--- config.mk ---
export PLATFORM = sky130hd
export DESIGN_NAME = fwft_packet_framer
export DESIGN_NICKNAME = d
export VERILOG_FILES = /design/src/rtl/fwft_packet_framer.sv
export SDC_FILE = /design/constraint.sdc
export NUM_CORES = 1
export LEC_CHECK = 0
export BUFFER_PORTS_ARGS = -buffer_cell sky130_fd_sc_hd__buf_2
export CAP_MARGIN = 0
export CORE_MARGIN = 2
export CORE_UTILIZATION = 47
export DETAILED_ROUTE_END_ITERATION = 10
export GPL_TIMING_DRIVEN = 0
export PLACE_DENSITY = 0.7
export SETUP_SLACK_MARGIN = 0.15
export SLEW_MARGIN = 0
export SYNTH_ARGS = -nofsm -noshare
export SYNTH_HDL_FRONTEND = slang
export SYNTH_SLANG_ARGS = --single-unit
--- constraint.sdc ---
create_clock -name clk -period 2.3 [get_ports clk]
set_input_delay 0.345 -clock clk [delete_from_list [all_inputs] [get_ports clk]]
set_output_delay 0.345 -clock clk [all_outputs]
set_load 0.02 [all_outputs]
--- src/rtl/fwft_packet_framer.sv ---
// fwft_packet_framer: turns first-word-fall-through FIFO words into a 32-bit
// valid/ready stream. It adds one trailer word per packet that carries the
// forwarded word count and the error flags. It drops orphan words and
// enforces a maximum packet length of MAX_WORDS.
// Optional feature macro: FWFT_FRAMER_CHECKSUM_EN. When it is defined, the
// trailer [15:0] carries the XOR fold of the forwarded payload words.
//
// state   | meaning
// IDLE    | waiting for a start word; non-start words are dropped as orphans
// DATA    | forwarding payload words of the current packet
// DISCARD | packet exceeded MAX_WORDS; popping and dropping until last
// TRAILER | emitting the trailer word when the output slot frees up
module fwft_packet_framer #(
    parameter int MAX_WORDS = 1024,
    parameter int CNT_W     = 14
) (
    input  logic        clk,
    input  logic        rst,
    input  logic [35:0] fifo_dout,
    input  logic        fifo_empty,
    output logic        fifo_rd_en,
    output logic [31:0] out_data,
    output logic        out_valid,
    output logic        out_last,
    input  logic        out_ready,
    output logic [15:0] err_orphan_cnt,
    output logic [15:0] pkt_cnt
);

    typedef enum logic [1:0] {IDLE, DATA, DISCARD, TRAILER} state_t;

    state_t             state, state_nx;
    logic [CNT_W-1:0]   count, count_nx;
    logic               trunc, trunc_nx;
    logic               ovf, ovf_nx;
    logic               fwd, drop_orphan, load_trailer;
    logic               slot_free;
    logic               head_start, head_last;
    logic [15:0]        ck_field;
    logic [31:0]        trailer;
    logic               unused_rsvd;

    assign slot_free   = !out_valid || out_ready;
    assign head_start  = fifo_dout[32];
    assign head_last   = fifo_dout[33];
    assign unused_rsvd = ^fifo_dout[35:34];
    assign trailer     = {trunc, ovf, count, ck_field};

    // Next-state, pop and forward decisions
    always_comb begin
        state_nx     = state;
        count_nx     = count;
        trunc_nx     = trunc;
        ovf_nx       = ovf;
        fifo_rd_en   = 1'b0;
        fwd          = 1'b0;
        drop_orphan  = 1'b0;
        load_trailer = 1'b0;
        case (state)
            IDLE: begin
                if (!fifo_empty && slot_free) begin
                    fifo_rd_en = 1'b1;
                    if (head_start) begin
                        fwd      = 1'b1;
                        count_nx = CNT_W'(1);
                        state_nx = head_last ? TRAILER : DATA;
                    end else begin
                        drop_orphan = 1'b1;
                    end
                end
            end
            DATA: begin
                if (!fifo_empty && slot_free) begin
                    if (head_start) begin
                        // The start word stays in the FIFO; IDLE picks it up after the trailer.
                        trunc_nx = 1'b1;
                        state_nx = TRAILER;
                    end else begin
                        fifo_rd_en = 1'b1;
                        if (count == CNT_W'(MAX_WORDS)) begin
                            ovf_nx   = 1'b1;
                            state_nx = head_last ? TRAILER : DISCARD;
                        end else begin
                            fwd      = 1'b1;
                            count_nx = count + CNT_W'(1);
                            if (head_last) state_nx = TRAILER;
                        end
                    end
                end
            end
            DISCARD: begin
                if (!fifo_empty && slot_free) begin
                    if (head_start) begin
                        trunc_nx = 1'b1;
                        state_nx = TRAILER;
                    end else begin
                        fifo_rd_en = 1'b1;
                        if (head_last) state_nx = TRAILER;
                    end
                end
            end
            default: begin
                if (slot_free) begin
                    load_trailer = 1'b1;
                    count_nx     = '0;
                    trunc_nx     = 1'b0;
                    ovf_nx       = 1'b0;
                    state_nx     = IDLE;
                end
            end
        endcase
    end

`ifdef FWFT_FRAMER_CHECKSUM_EN
    logic [15:0] cksum, cksum_nx;

    // Running XOR fold of forwarded payload words, cleared as the trailer leaves
    always_comb begin
        cksum_nx = cksum;
        if (load_trailer)
            cksum_nx = 16'h0000;
        else if (fwd)
            cksum_nx = cksum ^ fifo_dout[31:16] ^ fifo_dout[15:0];
    end

    // Checksum register
    always_ff @(posedge clk) begin
        if (rst) cksum <= 16'h0000;
        else     cksum <= cksum_nx;
    end

    assign ck_field = cksum;
`else
    assign ck_field = 16'h0000;
`endif

    // State, packet bookkeeping, output register and statistics counters
    always_ff @(posedge clk) begin
        if (rst) begin
            state          <= IDLE;
            count          <= '0;
            trunc          <= 1'b0;
            ovf            <= 1'b0;
            out_data       <= 32'h0;
            out_valid      <= 1'b0;
            out_last       <= 1'b0;
            err_orphan_cnt <= 16'h0;
            pkt_cnt        <= 16'h0;
        end else begin
            state <= state_nx;
            count <= count_nx;
            trunc <= trunc_nx;
            ovf   <= ovf_nx;
            if (slot_free) begin
                if (fwd) begin
                    out_data  <= fifo_dout[31:0];
                    out_valid <= 1'b1;
                    out_last  <= 1'b0;
                end else if (load_trailer) begin
                    out_data  <= trailer;
                    out_valid <= 1'b1;
                    out_last  <= 1'b1;
                end else begin
                    out_valid <= 1'b0;
                    out_last  <= 1'b0;
                end
            end
            if (drop_orphan && err_orphan_cnt != 16'hFFFF)
                err_orphan_cnt <= err_orphan_cnt + 16'h1;
            if (load_trailer)
                pkt_cnt <= pkt_cnt + 16'h1;
        end
    end

endmodule

### Word-level counts from Yosys, hierarchy flattened

Cells that the tools add are included.

* input bits: 40
* logic and storage cells: 92
* output and inout bits: 67
* register bits: 84

* equal/unequal tests: 13
* $add $sub $neg: 3
* mux-type cells: 45
* reduce and logical (&&, ||, !) cells: 19
* bitwise logic cells: 3

Operator list (count)
* $mux W14: 6
* $mux W32: 2
* $pmux W14 S3: 1
* $add A16 B1 Y16 const B: 2
* $mux W1: 21
* $mux W2: 10
* $ne A16 B16 Y1 const B: 1
* $add A14 B1 Y14 const B: 1
* $eq A14 B11 Y1 const B: 1
* $ne A2 B2 Y1 const B: 7
* $reduce_and A5 Y1: 2
* $pmux W1 S2: 4
* $reduce_and A7 Y1: 1
* $pmux W2 S3: 1
* $reduce_bool A2 Y1: 3
* $ne A2 B1 Y1 const B: 2
* $reduce_and A4 Y1: 1
* $reduce_bool A4 Y1: 1
* $reduce_or A2 Y1: 2
* $not A1 Y1: 3
* $reduce_bool A3 Y1: 1
* $reduce_or A3 Y1: 1
* $eq A2 B1 Y1 const B: 1
* $eq A2 B2 Y1 const B: 1
* other kinds (5): 7

### Logic depth before layout (Yosys ltp)

* depth after elaboration: 7
* gate-level depth with buffers: 9
* gate-level depth less buffers: 7

### Worst setup path before layout

Ideal clock, no wire load.

* path type: reg-to-reg
* start point: register state[0]
* end point: register err_orphan_cnt[15]
* buffers on the path: 1
* required time: 2.179 ns
* period minus slack after synthesis: 1.982 ns
* slack: 0.318 ns
* library setup time: 0.121 ns
* cell stages (with the launch flop): 8
* arrival: 1.861 ns
* cell sequence: dfxtp_1 > inv_1 > ha_1 > buf_2 > nor4b_4 > nand3_1 > nor3_1 > mux2_2

* cells in the longest elaborated chain, start to end: 3

Ends and longest elaborated chain
* from (decl): RTL line 32 `state_t state, state_nx;`
* from (signal assigned): RTL line 150 `state <= state_nx;`
* $logic_not A2 Y1: RTL line 59 `case (state)`
* $mux W1: RTL line 59
* $logic_and A1 B1 Y1: RTL line 168 `if (drop_orphan && err_orphan_cnt != 16'hFFFF)`
* to (signal assigned): RTL line 169 `err_orphan_cnt <= err_orphan_cnt + 16'h1;`
* to (decl): RTL line 26 `output logic [15:0] err_orphan_cnt,`

Every way passes these cells.
A chain may end at the register's enable or synchronous reset.

### Worst setup path in the final report

* start point: register state[0]
* end point: register count[13]

* cells in the longest elaborated chain, start to end: 3
* elaborated cells between the ends (all ways): 12
* classes of those cells: eq/ne (7); mux (1); bitwise (1); reduce/logical (3)

Ends and longest elaborated chain
* $eq A2 B1 Y1 (tied with other cells): RTL line 59
* $ne A2 B2 Y1 (no source line) (tied with other cells)
* $reduce_and A7 Y1 (no source line)
* to (signal assigned): RTL line 151 `count <= count_nx;`
* to (decl): RTL line 33 `logic [CNT_W-1:0] count, count_nx;`

Parallel ways exist; a longest one is shown, timed or not.

==> impl_metrics.py <==
metrics = {
    "flow_run": {
        "cap_violations": 0,
    },
    "cells_and_area": {
        "drive_gt1_share_pct": 26.0,
        "num_antenna_cells": 0,
        "fin_nets": 649,
        "final_cells": 709,
        "area_delta_synth_final_pct": 23.5,
    },
    "power": {
        "p_leak_nw": 2.03,
        "irDropWorstVdd_uv": 394,
        "clkPwrFrac_pct": 23.7,
        "switching_share_pct": 37.0,
        "switching_power_mw": 1.59,
        "cellPowerDensity_nw_per_um2": 874,
        "power_frac_seq_pct": 40.3,
        "combPwrFrac_pct": 36.0,
        "p_total_mw": 4.30,
        "internal_power_mw": 2.71,
    },
    "placement": {
        "place_congestion": 0.850,
        "place_inst": 687,
        "pre_cts_ws_ns": -0.0741,
        "dpl.hpwl_mm": 7.36,
        "numPortBuffers": 101,
    },
    "global_route": {
        "grt_pass1_vias": 3416,
        "grtUsageTotal_pct": 21.7,
        "grt_first_pass_wirelength_mm": 15.8,
        "antenna_found_initial": 0,
        "grt_max_degree": 14,
        "grt-ovfl-total": 0,
    },
    "outcome": {
        "status": "finished, final reports clean",
    },
    "sta": {
        "relSlewSlack_pct": 61.5,
        "worst_pin_slew_ns": 0.577,
        "hold_viol_final": 0,
        "period_minus_slack_ns": 2.05,
        "worst_slack_ns": 0.246,
        "clock_skew_ns": 0.0119,
        "rsz0062_at_grt": "true",
        "finalCritPeriodShare_pct": 89.3,
        "drv_slew": 0,
        "setup_violations": 0,
        "max_freq_ghz": 0.487,
    },
    "floorplanning": {
        "dieArea_um2": 9220,
        "num_io_pins": 107,
        "initial_core_util_pct": 48.5,
        "rows": 33,
        "die_h_um": 96.0,
        "die_w_um": 96.0,
        "coreArea_um2": 8220,
    },
    "synth": {
        "synthMuxAreaShare_pct": 0.817,
        "synthFlopType": "dfxtp_1",
        "yosys.area_share.simple_pct": 27.8,
        "ys_types": 52,
        "yosysTopAreaCellShare_pct": 42.2,
        "yosysSeqAreaShare_pct": 42.2,
        "synth_top_family_by_area": "simple AND/OR/NAND/NOR gates",
        "ys_ff_latch": 84,
        "syn_nets": 530,
        "synth-compound-area-share_pct": 16.4,
        "synth-adder-area-share_pct": 2.83,
        "synth_edf_count": 0,
        "ys_top_cells_by_area": "dfxtp_1, nand2_1, nor2_1",
        "synth-xor-area-share_pct": 4.84,
        "syn_inst": 481,
        "synthArstFlopShare_pct": 0,
        "yosys_warnings": 0,
        "syn_area_per_cell_um2": 8.28,
        "synth_top_area_cell": "dfxtp_1",
        "syn_area_um2": 3980,
    },
    "cts": {
        "htree_levels": 3,
        "cts_buffers": 9,
        "clkSinkCount": 84,
        "clk_pin_slew_worst_paths_ns": 0.09,
        "cts-root-buf": "clkbuf_8",
        "cts_hold_buf": 0,
        "clk_latency_ns": 0.35,
        "tritoncts": "done",
        "cts_buffer_depth": 2,
    },
    "setup_path": {
        "cp.arrival_ns": 2.30,
        "criticalPathCategory": "reg2reg",
        "end_kind": "flip-flop",
        "startpoint_type": "flip-flop",
        "slowest_stage": "dfxtp_2",
        "worstPathMaxFanout": 10,
        "worstPathRequired_ns": 2.54,
        "path_cells": "inv_2 > ha_1 > a21o_1 > a211oi_4 > o21ai_4 > buf_6 > o31a_1 > o21a_1",
        "max_stage_delay_ns": 0.37,
        "r2r_slack_ns": 0.25,
    },
    "route": {
        "drt_iter0_drc": 157,
        "m1WireLength_mm": 4.60,
        "wl_per_cell_um": 14.3,
        "viasPerCell": 5.45,
        "drt-total-wl_mm": 10.1,
        "drtPass1Iterations": 4,
        "topRoutingLayerUsed": "met4",
        "drc": 0,
        "vias": 3863,
        "wl_met3_um": 499,
        "ant_nets": 0,
        "met2_length_mm": 4.90,
    },
    "worst_hold_path": {
        "hold_path.class": "in2reg",
    },
}
[sequential cells by signal, summed over array words and instances (netlist names)]
register and cells:
pkt_cnt 16, ovf 1, trunc 1, out_data 32, out_last 1, count 14
err_orphan_cnt 16, state 2, out_valid 1
[per-stage QoR]
| stage | cell area, um^2 | hold slack [ns] | TNS (ns) | utilization [%] |
|---|---|---|---|---|
| finish | 4920 | 0.226 | 0 | 59.9 |
| global route | 4920 | 0.218 | 0 | 59.9 |
| CTS | 4830 | 0.215 | 0 | 58.8 |
| detailed placement | 4620 | 0.455 | -0.146 | 56.2 |
| global placement | 4620 | 0.452 | 0 | 56.2 |
| floorplan | 3980 | 0.455 | 0 | - |
[layout by cell type, fill, tap and decap left out, drive strengths merged, types with 2 or more instances in the layout]
cell type  count
buf          125
dfxtp         84
nand2         66
nor2          56
a21oi         36
nand3         33
clkbuf        22
xor2          15
o21ai         15
a311oi        14
inv           14
or4           13
nor3          12
nand4         10
ha             9
and3           7
xnor2          7
or3            7
o31ai          7
nor2b          6
a211oi         5
o211ai         4
nor4           4
o21a           3
and4           2
mux2           2
o2111ai        2
and2           2
nand2b         2
or2            2
a41oi          2
clkinv         2
[what timing repair did]
item	CTS	global route
resized for setup	2	14
buffers inserted	3	4
pin swaps	0	1
setup endpoints to repair	23	37
[logic make-up after synthesis]
| family | count (synthesis) |
|---|---|
| AND/OR/NAND/NOR | 225 |
| AO/OA/AOI/OAI | 96 |
| flip-flops | 84 |
| buffers and inverters | 42 |
| XOR/XNOR | 22 |
| adder cells (fa/ha/maj) | 9 |
| multiplexers | 3 |
[critical path, delay by kind of cell, from the launching register on]
| family | cells | cell delay, ns |
|---|---|---|
| DFF | 1 | 0.37 |
| adders and majority gates | 1 | 0.21 |
| AOI/OAI and AO/OA | 5 | 1.12 |
| buffers and inverters | 2 | 0.24 |
[routing by layer]
metal  global-route usage (%)  vias up
met3                     4.78       11
met2                     36.8       78
met5                        0        -
li1                         -     1948
met4                     6.55        0
met1                     27.4     1826
[final timing paths]
check,start,to,cells after the start
setup / recovery,state[0]$_SDFFE_PP0P_,count[13]$_SDFFE_PP0P_,8
setup reg to reg,state[0]$_SDFFE_PP0P_,count[13]$_SDFFE_PP0P_,8
hold reg to reg,out_data[11]$_SDFFE_PP0P_,out_data[11]$_SDFFE_PP0P_,2
hold / removal,fifo_dout[0],out_data[0]$_SDFFE_PP0P_,3
[cells in the mapped netlist, types with 11 or more instances]
| library cell | count |
|---|---|
| or4_1 | 13 |
| a311oi_1 | 14 |
| buf_2 | 11 |
| inv_1 | 14 |
| a21oi_1 | 36 |
| nand2_1 | 66 |
| nor2_1 | 56 |
| dfxtp_1 | 84 |
| xor2_1 | 15 |
| o21ai_0 | 11 |
| nor3_1 | 12 |
| nand3_1 | 33 |
[power by group through the flow]
| stage | clock (mW) | combinational [mW] | sequential (mW) |
|---|---|---|---|
| after CTS | 1.04 | 1.47 | 1.73 |
| after floorplan | 0 | 0.843 | 1.93 |
| after global placement | 0 | 1.42 | 1.76 |
| final | 1.02 | 1.55 | 1.73 |
| after detailed placement | 0 | 1.44 | 1.76 |
| after global routing | 1.10 | 1.70 | 1.75 |
[area by class of cell]
cell class | count | area, um^2
Fill cell | 773 | 3300
Multi-Input combinational cell | 355 | 2160
Sequential cell | 84 | 1680
Timing Repair Buffer | 108 | 558
Buffer | 28 | 154
Clock buffer | 11 | 131
Tap cell | 105 | 131
Inverter | 14 | 52.6
Clock inverter | 4 | 51.3
Note: power is estimated with default switching activity, not from simulation.
